**src/rtl/mux_vector_sequencer.sv**
```systemverilog
// Hardware stimulus/capture sequencer for a 4-input mux block.
// Sweeps every input code, holds each one for DWELL cycles, and records F into a truth table.
module mux_vector_sequencer #(
  parameter int unsigned WIDTH = 4,
  parameter int unsigned DWELL = 10
) (
  input  logic                    clk,
  input  logic                    rst_n,
  input  logic                    start,
  input  logic                    hold,
  input  logic                    f_in,
  output logic [WIDTH-1:0]        x_out,
  output logic                    busy,
  output logic                    done,
  output logic [(2**WIDTH)-1:0]   truth
);

  localparam int unsigned DEPTH = 2**WIDTH;
  localparam int unsigned CNT_W = 8;
  localparam logic [CNT_W-1:0] CNT_LAST = CNT_W'(DWELL - 1);
  localparam logic [WIDTH-1:0] X_LAST   = WIDTH'(DEPTH - 1);

  typedef enum logic [1:0] {
    S_IDLE  = 2'd0,
    S_DRIVE = 2'd1,
    S_DONE  = 2'd2
  } state_t;

  state_t             state_q, state_d;
  logic [CNT_W-1:0]   cnt_q, cnt_d;
  logic [WIDTH-1:0]   x_q, x_d;
  logic               busy_q, busy_d;
  logic               done_q, done_d;
  logic [DEPTH-1:0]   truth_q, truth_d;

  // State and datapath registers; reset abandons any sweep in progress.
  always_ff @(posedge clk or negedge rst_n) begin
    if (!rst_n) begin
      state_q <= S_IDLE;
      cnt_q   <= '0;
      x_q     <= '0;
      busy_q  <= 1'b0;
      done_q  <= 1'b0;
      truth_q <= '0;
    end else begin
      state_q <= state_d;
      cnt_q   <= cnt_d;
      x_q     <= x_d;
      busy_q  <= busy_d;
      done_q  <= done_d;
      truth_q <= truth_d;
    end
  end

  // Next-state and next-output logic; done/busy are computed one cycle ahead so they register cleanly.
  always_comb begin
    state_d = state_q;
    cnt_d   = cnt_q;
    x_d     = x_q;
    busy_d  = busy_q;
    done_d  = 1'b0;
    truth_d = truth_q;

    case (state_q)
      S_IDLE: begin
        busy_d = 1'b0;
        x_d    = '0;
        if (start) begin
          state_d = S_DRIVE;
          cnt_d   = '0;
          busy_d  = 1'b1;
          truth_d = '0;
        end
      end

      S_DRIVE: begin
        if (!hold) begin
          if (cnt_q == CNT_LAST) begin
            // End of dwell: capture F for the current code, then advance or finish.
            truth_d[x_q] = f_in;
            cnt_d        = '0;
            if (x_q == X_LAST) begin
              state_d = S_DONE;
              done_d  = 1'b1;
              busy_d  = 1'b0;
              x_d     = '0;
            end else begin
              x_d = x_q + WIDTH'(1);
            end
          end else begin
            cnt_d = cnt_q + CNT_W'(1);
          end
        end
      end

      S_DONE: begin
        state_d = S_IDLE;
        busy_d  = 1'b0;
        x_d     = '0;
      end

      default: begin
        state_d = S_IDLE;
        cnt_d   = '0;
        x_d     = '0;
        busy_d  = 1'b0;
      end
    endcase
  end

  assign x_out = x_q;
  assign busy  = busy_q;
  assign done  = done_q;
  assign truth = truth_q;

endmodule

```
**config.mk**
```make
export PLATFORM = sky130hd
export DESIGN_NAME = mux_vector_sequencer
export DESIGN_NICKNAME = d
export VERILOG_FILES = /design/src/rtl/mux_vector_sequencer.sv
export SDC_FILE = /design/constraint.sdc
export NUM_CORES = 1
export LEC_CHECK = 0
export CAP_MARGIN = 10
export CORE_MARGIN = 4
export CORE_UTILIZATION = 40
export CTS_BUF_LIST = sky130_fd_sc_hd__clkbuf_16
export DETAILED_ROUTE_END_ITERATION = 8
export GPL_TIMING_DRIVEN = 0
export PLACE_DENSITY = 0.61
export SYNTH_ARGS = -nofsm -noshare
export SYNTH_HDL_FRONTEND = slang
export SYNTH_SLANG_ARGS = --single-unit
```
**constraint.sdc**
```tcl
create_clock -name clk -period 2.8 [get_ports clk]
set_input_delay 0.7 -clock clk [delete_from_list [all_inputs] [get_ports clk]]
set_output_delay 0.7 -clock clk [all_outputs]
set_load 0.005 [all_outputs]
```
# Word-level counts from Yosys, hierarchy flattened
# Cells that the tools add are included.
[word_totals] elab_cells=56 mem_bits_ro=0 latchBits=0 mem_count=0 reg_bits=32 ramBits=0
[op_classes] order_cmp=2 muxes=29 n_div=0 shifts=0 add_sub_neg=2 n_mul=0 bitwise_logic=1 eq_ne=8 n_reduce_logical=8
[ops] cell="$mux 16" n=3
[ops] cell="$pmux 16 s2" n=1
[ops] cell="$mux 8" n=3
[ops] cell="$pmux 8 s3" n=1
[ops] cell="$bwmux 16" n=1
[ops] cell="$mux 4" n=4
[ops] cell="$mux 1" n=9
[ops] cell="$add 8x1->8 const B" n=1
[ops] cell="$eq 8x4->1 const B" n=1
[ops] cell="$mux 2" n=4
[ops] cell="$ne 2x2->1 const B" n=4
[ops] cell="$reduce_and 4->1" n=2
[ops] cell="$reduce_and 3->1" n=2
[ops] cell="$lt 4x5->1 const B" n=1
[ops] cell="$add 4x1->4 const B" n=1
[ops] cell="$demux 1 s4" n=1
[ops] cell="$eq 4x4->1 const B" n=1
[ops] cell="$ge 4x1->1 const B" n=1
[ops] cell="$pmux 2 s2" n=1
[ops] cell="$eq 2x1->1 const B" n=1
[ops] cell="$eq 2x2->1 const B" n=1
[ops] cell="$logic_not 2->1" n=1
[ops] cell="$pmux 1 s2" n=1
[ops] cell="$reduce_and 2->1" n=1
[ops] cell="other kinds (3)" n=3

# Longest topological paths before layout
# Gate-level depths: netlist (run 1).
[depth] word_depth=8 ltp_mapped=7

# Worst setup path before layout (run 1)
# OpenSTA, ideal clock, no wires.
[synth_path] path_kind="reg2reg" startpoint="register cnt_q[4]" endpoint="register x_q[3] (netlist: x_out[3])" t_arrival_ns=1.785 stages_incl_launch_ff=5 slack_ns=0.876 cell_sequence="dfrtp_1 -> or4_4 -> or3_4 -> o311ai_0 -> o21ai_0"
[synth_between] elab_chain_len=3
[synth_lines] element="start, declared" line="30" rtl="logic [CNT_W-1:0] cnt_q, cnt_d;"
[synth_lines] element="start signal, assigned" line="47" rtl="cnt_q <= cnt_d;"
[synth_lines] element="$eq 8x4->1" line="78" rtl="if (cnt_q == CNT_LAST) begin"
[synth_lines] element="$ne 2x2->1 (no source line)"
[synth_lines] element="$reduce_and 2->1 (no source line)"
[synth_lines] element="end signal, assigned" line="41" rtl="x_q <= '0;"
[synth_lines] element="end signal, assigned" line="48" rtl="x_q <= x_d;"
[synth_lines] element="end, declared" line="31" rtl="logic [WIDTH-1:0] x_q, x_d;"
# Every way passes these cells.
# A chain may end at the register's enable or synchronous reset.

# Worst setup path in the final report (run 1)
[layout_path] startpoint="input port start" endpoint="register cnt_q[2]"
[layout_between] elab_chain_len=2
[layout_lines] element="start, declared" line="9" rtl="input logic start,"
[layout_lines] element="$ne 2x2->1 (no source line)"
[layout_lines] element="$reduce_and 3->1 (no source line)"
# Every way passes these cells.

==> qor.txt, run 1 <==
status: completed
post-synthesis cell area: 1670 um^2
Sum Neg Setup Slack: 0 ns
worst-path maximum fanout: 10
pwr/cell area: 574 nW/um^2
pin count of the biggest net entering global routing: 33
die width: 72.6 um
Port-buffer cells: 26
critical path arrival: 2.29 ns
FF-to-FF Start: cnt_q[4]
post-CTS sizing: 0
xor/xnor cell area share of the yosys netlist: 0.00524
DIE AREA: 5270 um^2
buffer count from post-CTS setup fixing: 0
Overflow after GRT: 0
CP Cell Sequence: clkdlybuf4s50_1, or3b_2, clkbuf_8, a21boi_1, o21ai_0, o21ai_0
main combinational cell family by area after synthesis: simple AND/OR/NAND/NOR gates
H-tree depth: 2
Max Clk Rate: 463 MHz
CTS max path bufs: 2
Inserted Diodes: 0
clock sink count: 32
Largest stage delay, worst path: 0.45 ns
RSZ-0062 raised after global routing: no
simple-gate share of the synthesized area: 0.251
Cell variety after synth: 37
endpoints failing hold: 0
cell type with the largest total area after synthesis: dfrtp_1
Clock Latency Late Sink: 0.27 ns
# placed instances: 242
CP Class: in2reg
CP delay by family, top: buffers and inverters
Final min period: 2.16 ns
row count: 23
Worst-Margin Slew: 0.719 ns
number of synthesized flops with an enable pin: 0
Final Non-Filler Cells: 249
fin worst setup slack: 0.638 ns
vias: 1,327
P&R area growth vs syn: 27.0%
Max Clock Skew: 0.00402 ns
initial antenna violation count: 0
DRT Wirelength: 3570 um
pre-CTS WS: 0.355 ns
Crit-path slowest cell: clkdlybuf4s50_1
worst r2r path cells: 5
CTS Root Cell: clkbuf_16
# Max-Cap Violations: 0
CP Launch Type: input pin
WP buf/inv: 2
Final period util: 0.772
I/O Pins: 27
dpl hpwl: 2630 um
worst relative slew slack: 0.521
CTS Buf Count: 5
DRT iter0 DRCs: 56
worst endpoint required time: 2.93 ns
post-detailed-route count of antenna-violating nets: 0
die height: 72.6 um
GPL Wtd Cong: 0.805
leakage: 0.982 nW
post-layout util: 0.527
adder-cell share of the synthesized area: 0.0449
CP endpoint kind: register
Slew Viols, Final: 0
Peak supply drop: 297 uV
Initial Util: 0.415
main area contributors after synthesis: dfrtp_1 (48%), mux2i_1 (9.6%), nand3_1 (6.6%), nand2_1 (6.3%), ha_1 (4.5%)
wire length per cell: 14.4 um
worst r2r dst: truth[3]
syn_nets: 177
Synth Instances: 166
synth warn: 0
register area share after synthesis: 0.479
most used cell, CP: o21ai_0
CTS tree: built
Core ar.: 4030 um^2
Yosys top cell area share: 0.479
mux cell area share after synthesis: 0.0959
first-pass GRT wire length: 5930 um
drt pass-1 iters: 4
mean post-synth cell area: 10.1 um^2
vias per cell: 5.33
nets: 210
Reg2Reg Setup Slack: 0.70 ns
HP Class: in2async
vias in the first global route: 1,218
Compound-Gate Fraction of Synth Area: 0.0816
Min Hold Slack: 0.484 ns
CP Launch Point: start
Post-synth ARST share: 1.00
CTS clk-pin slew, worst paths: 0.05 ns
Primary FF master, synth: dfrtp_1
GRT Total Usage: 0.146
CTS Hold Buffers Added: 0
flops & latches, synth: 32
residual DRC count: 0
Final setup viols: 0
share of layout cells above drive strength 1: 0.0854
[cells in the mapped netlist (2+ instances only)]
cell type and count:
nand3_1 22, a21o_1 2, nor2_1 3, nand2_1 28, nand4_1 2, and2_1 2
clkbuf_8 2, nand3b_1 2, mux2i_1 16, inv_1 6, or3_1 3, o21ai_0 10
nand2b_1 3, dfrtp_1 32, a21oi_1 5, ha_1 6, nor3_1 2
[layout make-up]
cell class	count	area [um^2]
Tap cell	50	62.6
Buffer	4	47.5
Multi-Input combinational cell	124	800
Fill cell	390	1910
Clock buffer	5	125
Inverter	6	22.5
Timing Repair Buffer	26	255
Sequential cell	32	801
Clock inverter	2	8.76
[power breakdown]
part	switching, mW	leakage (nW)	internal (mW)	total, mW
Sequential	0.0522	0.431	0.503	0.555
Combinational	0.0887	0.480	0.0770	0.166
Clock	0.178	0.0709	0.318	0.497
[flip-flops by register name, indices dropped and copies added, names as in the netlist]
register / flops
busy: 1
cnt_q: 8
done: 1
state_q: 2
truth: 16
x_out: 4
[layer usage]
layer  track usage  part of all wire
met1         0.187              0.46
met2         0.237              0.48
met3        0.0344             0.046
met4        0.0553             0.015
met5             0                 0
[kinds of logic (layout without fill, tap and decap cells)]
kind of cell / Yosys count / count (layout)
flip-flops: 32 / 32
multiplexers: 16 / 16
AND/OR/NAND/NOR: 78 / 78
AO/OA/AOI/OAI: 23 / 23
adder cells (fa/ha/maj): 6 / 6
buffers and inverters: 10 / 43
XOR/XNOR: 1 / 1
[layout by cell type, fill, tap and decap left out, drive strengths merged, types with 2 or more instances in the layout]
master,count
nand4,2
nor3,2
inv,7
nand3b,2
clkbuf,7
clkdlybuf4s50,25
and2,2
nand2b,3
ha,6
a21oi,5
nand2,28
or3,5
mux2i,16
nor4,2
buf,2
a21o,2
nand3,22
nor2,3
o21ai,11
dfrtp,32
[through the flow]
stage               total power, mW  instance area, um^2
floorplan                     0.663                 1670
global placement              0.724                 1990
detailed placement            0.730                 1990
CTS                            1.23                 2120
global route                   1.28                 2120
finish                         1.22                 2120
[how the worst max path moves through the flow]
stage	end	slack, ns	cells past startpoint
floorplan	x_out[3]	0.88	4
global placement	cnt_q[3]	0.37	6
detailed placement	cnt_q[2]	0.36	6
CTS	cnt_q[2]	0.64	6
global route	cnt_q[3]	0.54	6
finish	cnt_q[2]	0.64	6
Power figures use the tool's default switching activity.
==> inputs of run 2 (changes only) <==
--- a/config.mk
+++ b/config.mk
@@ -11,7 +11,7 @@
 export CTS_BUF_LIST = sky130_fd_sc_hd__clkbuf_16
 export DETAILED_ROUTE_END_ITERATION = 8
 export GPL_TIMING_DRIVEN = 0
-export PLACE_DENSITY = 0.61
+export PLACE_DENSITY = 0.63
 export SYNTH_ARGS = -nofsm -noshare
 export SYNTH_HDL_FRONTEND = slang
 export SYNTH_SLANG_ARGS = --single-unit
==> constraint.sdc (replaced) <==
create_clock -name clk -period 1.75 [get_ports clk]
set_input_delay 0.4375 -clock clk [delete_from_list [all_inputs] [get_ports clk]]
set_output_delay 0.4375 -clock clk [all_outputs]
set_load 0.005 [all_outputs]
==> qor.txt, run 2 (synthesis results as in run 1) <==
status: finished with violations
violated checks: setup timing
I/O Pins: 27 (unchanged)
Final period util: 1.05
post-detailed-route count of antenna-violating nets: 0 (unchanged)
Sequential Area: 806 um^2 (+0.63%)
multi-input logic area: 951 um^2 (+19%)
Core ar.: 4030 um^2 (unchanged)
endpoints failing hold: 0 (unchanged)
CTS Buf Count: 5 (unchanged)
DRT Wirelength: 4140 um (+16%)
die height: 72.6 um (unchanged)
max reg flops: 16 (unchanged)
# Max-Cap Violations: 0 (unchanged)
met1 Track Usage GR: 0.196 (+0.00930)
Slew Viols, Final: 0 (unchanged)
pin count of the biggest net entering global routing: 33 (unchanged)
FF-to-FF Start: cnt_q[4]
nets: 224 (+6.7%)
die width: 72.6 um (unchanged)
RSZ-0062 raised after global routing: yes
GR Util met3: 0.0455 (+0.0110)
Port-buffer cells: 26 (unchanged)
fin area: 2400 um^2 (+13%)
vias: 1,422 (+7.2%)
CTS clk-pin slew, worst paths: 0.05 ns (about the same)
Min Hold Slack: 0.221 ns (-0.262 ns)
GPL Wtd Cong: 0.770 (-4.3%)
pwr/cell area: 856 nW/um^2 (+49%)
M2 GR Usage: 0.290 (+0.0521)
leakage: 1.07 nW (+9.1%)
CP endpoint kind: register
Overflow after GRT: 0 (unchanged)
Final setup viols: 14 (+14)
Final min period: 1.83 ns
vias per cell: 5.41 (+1.5%)
CP Launch Type: register
DP Area: 1990 um^2 (unchanged)
Worst-Margin Slew: 0.715 ns (-0.00455 ns)
worst-path maximum fanout: 5 (-5)
Reg2Reg Setup Slack: -0.08 ns (-0.78 ns)
fill count: 343 (-12%)
clock sink count: 32 (unchanged)
DIE AREA: 5270 um^2 (unchanged)
CTS Root Cell: clkbuf_16
vias in the first global route: 1,476 (+21%)
DRT iter0 DRCs: 88 (+57%)
initial antenna violation count: 0 (unchanged)
dpl hpwl: 2670 um (+1.4%)
wire length per cell: 15.7 um (+9.6%)
drt pass-1 iters: 4 (unchanged)
worst relative slew slack: 0.524 (+0.00303)
Peak supply drop: 755 uV (+150%)
CP Class: reg2reg
Max Clk Rate: 546 MHz
worst r2r dst: x_out[3]
GRT busiest layer: met2
Worst setup endpoint: x_out[3]
residual DRC count: 0 (unchanged)
GRT Total Usage: 0.167 (+0.0210)
P&R area growth vs syn: 43.7%
Initial Util: 0.415 (unchanged)
CP Launch Point: cnt_q[4]
HP Class: in2async
fin worst setup slack: -0.0811 ns (-0.719 ns)
worst endpoint required time: 1.89 ns (-1.04 ns)
CTS tree: built
CTS max path bufs: 2 (unchanged)
Tot Pwr: 2.06 mW (+69%)
critical path arrival: 1.97 ns (-0.32 ns)
share of layout cells above drive strength 1: 0.268 (+0.182)
H-tree depth: 2 (unchanged)
first-pass GRT wire length: 6860 um (+16%)
commonest non-fill, non-tap cells in the layout: nand2_1 (28), dfrtp_1 (28), clkdlybuf4s50_1 (24)
Clock Latency Late Sink: 0.27 ns (about the same)
Max Clock Skew: 0.00341 ns (-0.000618 ns)
row count: 23 (unchanged)
Inserted Diodes: 0 (unchanged)
worst r2r path cells: 4 (-1)
CTS Hold Buffers Added: 0 (unchanged)
-- run 2: cell types whose count changed in the layout (fill, tap and decap cells not counted), sizes merged --
cell and delta:
clkdlybuf4s50 -1, buf +14, dlymetal6s2s +1
-- run 2: routing by layer --
layer	part of all wire	vias to the layer above	wire, um
li1	-	683	-
met1	0.40	702	1670
met2	0.54	33	2250
met3	0.045	4	188
met4	0.0065	0	27
met5	0	-	0
-- run 2: power by group --
| group | switching, mW | internal [mW] |
|---|---|---|
| sequential | 0.0686 | 0.808 |
| clock | 0.281 | 0.509 |
| combinational | 0.201 | 0.189 |
-- run 2: repair_timing --
action                                  4_1_cts  5_1_grt
endpoints found under the setup margin       29       30
gates cloned                                  1        0
buffers inserted                              9        4
pin swaps                                     5        6
resized for setup                            23       17
-- run 2: cell type report --
class	instances	area share
plain buffers	4	0.0198
inverters	6	0.00938
well taps	50	0.0261
multi-input cells	124	0.396
clock inverters	2	0.00365
flip-flops and latches	32	0.336
repair buffers	40	0.157
clock buffers	5	0.0521
-- run 2: worst max-delay path, cell delays in order (launching register included) --
cell and delay [ns]:
dfrtp_2 0.40, or4_4 0.57, or3_4 0.40, o311ai_4 0.23, o21ai_1 0.11
-- run 2: worst min path at each step --
stage                           end  slack, ns  depth (start not counted)
after floorplan                busy       0.14                          0
after global placement     cnt_q[1]       0.51                          2
after detailed placement   truth[8]       0.53                          1
after CTS                 truth[10]       0.25                          1
after global routing       truth[7]       0.29                          1
final                      truth[8]       0.22                          1
-- run 2: through the flow --
step	worst slack [ns]	util	instances	TNS, ns
finish	-0.0811	0.596	263	-0.340
detailed placement	-0.450	0.493	242	-8.50
floorplan	-0.0865	-	166	-0.886
global route	-0.122	0.596	263	-1.68
global placement	-0.421	0.495	242	-20.26
CTS	-0.106	0.570	259	-0.387
==> inputs of run 3 (changes only) <==
--- a/config.mk
+++ b/config.mk
@@ -11,7 +11,7 @@
 export CTS_BUF_LIST = sky130_fd_sc_hd__clkbuf_16
 export DETAILED_ROUTE_END_ITERATION = 8
 export GPL_TIMING_DRIVEN = 0
-export PLACE_DENSITY = 0.63
+export PLACE_DENSITY = 0.7
 export SYNTH_ARGS = -nofsm -noshare
 export SYNTH_HDL_FRONTEND = slang
 export SYNTH_SLANG_ARGS = --single-unit
==> qor.txt, run 3 (synthesis results as in run 1) <==
CP Launch Type: register
Final min period: 1.79 ns (-0.0391 ns)
CTS clk-pin slew, worst paths: 0.05 ns (about the same)
P&R area growth vs syn: 42.5%
worst-path maximum fanout: 5 (unchanged)
worst relative slew slack: 0.524 (about the same)
Tot Pwr: 2.20 mW (+7.2%)
post-detailed-route count of antenna-violating nets: 0 (unchanged)
post-layout util: 0.591 (-0.00497)
drt pass-1 iters: 4 (unchanged)
Min Hold Slack: 0.214 ns (-0.00791 ns)
H-tree depth: 2 (unchanged)
WP buf/inv: 0 (unchanged)
RSZ-0062 raised after global routing: yes
multi-input logic area: 917 um^2 (-3.6%)
die height: 72.6 um (unchanged)
DIE AREA: 5270 um^2 (unchanged)
nets: 223 (-0.45%)
vias per cell: 5.22 (-3.4%)
initial antenna violation count: 0 (unchanged)
vias in the first global route: 1,301 (-12%)
# Max-Cap Violations: 0 (unchanged)
DRT iter0 DRCs: 57 (-35%)
Core ar.: 4030 um^2 (unchanged)
pwr/cell area: 925 nW/um^2 (+8.1%)
clock sink count: 32 (unchanged)
row count: 23 (unchanged)
leakage: 1.09 nW (+1.3%)
CTS tree: built
max reg flops: 16 (unchanged)
residual DRC count: 0 (unchanged)
status: finished with violations
CTS Hold Buffers Added: 0 (unchanged)
CTS Root Cell: clkbuf_16
endpoints failing hold: 0 (unchanged)
fin worst setup slack: -0.0421 ns (+0.0391 ns)
Crit-path slowest cell: or4_4
Initial Util: 0.415 (unchanged)
Max Clk Rate: 558 MHz (+2.2%)
CP endpoint kind: register
worst endpoint required time: 1.90 ns (about the same)
violated checks: setup timing
CTS Buf Count: 5 (unchanged)
HP Class: in2async
fill count: 338 (-1.5%)
vias: 1,374 (-3.4%)
die width: 72.6 um (unchanged)
Port-buffer cells: 26 (unchanged)
DRT Wirelength: 3910 um (-5.6%)
Final setup viols: 11 (-3)
Peak supply drop: 799 uV (+5.8%)
GPL Wtd Cong: 0.797 (+3.5%)
I/O Pins: 27 (unchanged)
Max Clock Skew: 0.00712 ns (+0.00371 ns)
Sequential Area: 805 um^2 (-0.16%)
critical path arrival: 1.94 ns (-0.03 ns)
commonest non-fill, non-tap cells in the layout: dfrtp_1 (29), nand2_1 (28), clkdlybuf4s50_1 (24)
Final period util: 1.02 (-0.0223)
dpl hpwl: 2460 um (-8.0%)
share of layout cells above drive strength 1: 0.239 (-0.0282)
pin count of the biggest net entering global routing: 33 (unchanged)
Inserted Diodes: 0 (unchanged)
Worst-Margin Slew: 0.715 ns (+0.0000891 ns)
# placed instances: 242 (unchanged)
Slew Viols, Final: 0 (unchanged)
CP Class: reg2reg
GRT Total Usage: 0.153 (-0.0138)
CP Cell Sequence: or4_4, or3_4, o311ai_2, o21ai_1
Clock Latency Late Sink: 0.27 ns (about the same)
commonest non-fill, non-tap cell in the layout: dfrtp_1
CTS max path bufs: 2 (unchanged)
first-pass GRT wire length: 6120 um (-11%)
Overflow after GRT: 0 (unchanged)
Largest stage delay, worst path: 0.57 ns (about the same)
CP delay by family, top: simple AND/OR/NAND/NOR gates
Final Non-Filler Cells: 263 (unchanged)
wire length per cell: 14.9 um (-5.6%)
## run 3: power by group
group,leakage [nW],switching (mW),internal (mW)
clock network,0.0850,0.304,0.662
logic,0.574,0.185,0.172
registers,0.427,0.0739,0.806
total,1.09,0.563,1.64
## run 3: final cells by class
type                    count  share of cell area
plain buffers               4              0.0200
clock inverters             3              0.0163
flip-flops and latches     32               0.338
multi-input cells         124               0.385
inverters                   6             0.00946
repair buffers             39               0.152
well taps                  50              0.0263
clock buffers               5              0.0525
## run 3: metrics by stage
step,worst slack [ns],area [um^2],TNS [ns]
global route,-0.133,2380,-1.61
global placement,-0.445,1990,-21.27
finish,-0.0421,2380,-0.203
detailed placement,-0.435,1990,-8.86
CTS,-0.0373,2290,-0.137
floorplan,-0.0865,1670,-0.886
## run 3: worst paths after layout
kind                       startpoint         to  slack [ns]  cells after the start
setup / recovery             cnt_q[5]   x_out[3]       -0.04                      4
hold / removal                  rst_n   truth[8]        0.21                      1
setup reg to reg             cnt_q[5]   x_out[3]       -0.04                      4
hold reg to reg             truth[14]  truth[14]        0.53                      2
max in group asynchronous       rst_n   cnt_q[4]        1.02                      1
min in group clk            truth[14]  truth[14]        0.53                      2
## run 3: timing repair
item	4_1_cts	5_1_grt
setup buffers	10	2
gates resized for setup	14	17
pin swaps	3	4
endpoints found under the hold margin	0	0
cloned	1	0
endpoints found under the setup margin	29	26
## run 3: metal layers
layer | share of wire | GRT usage | up-vias
li1 | - | - | 681
met1 | 0.48 | 0.217 | 656
met2 | 0.46 | 0.219 | 32
met3 | 0.035 | 0.0344 | 5
met4 | 0.020 | 0.0738 | 0
met5 | 0 | 0 | -
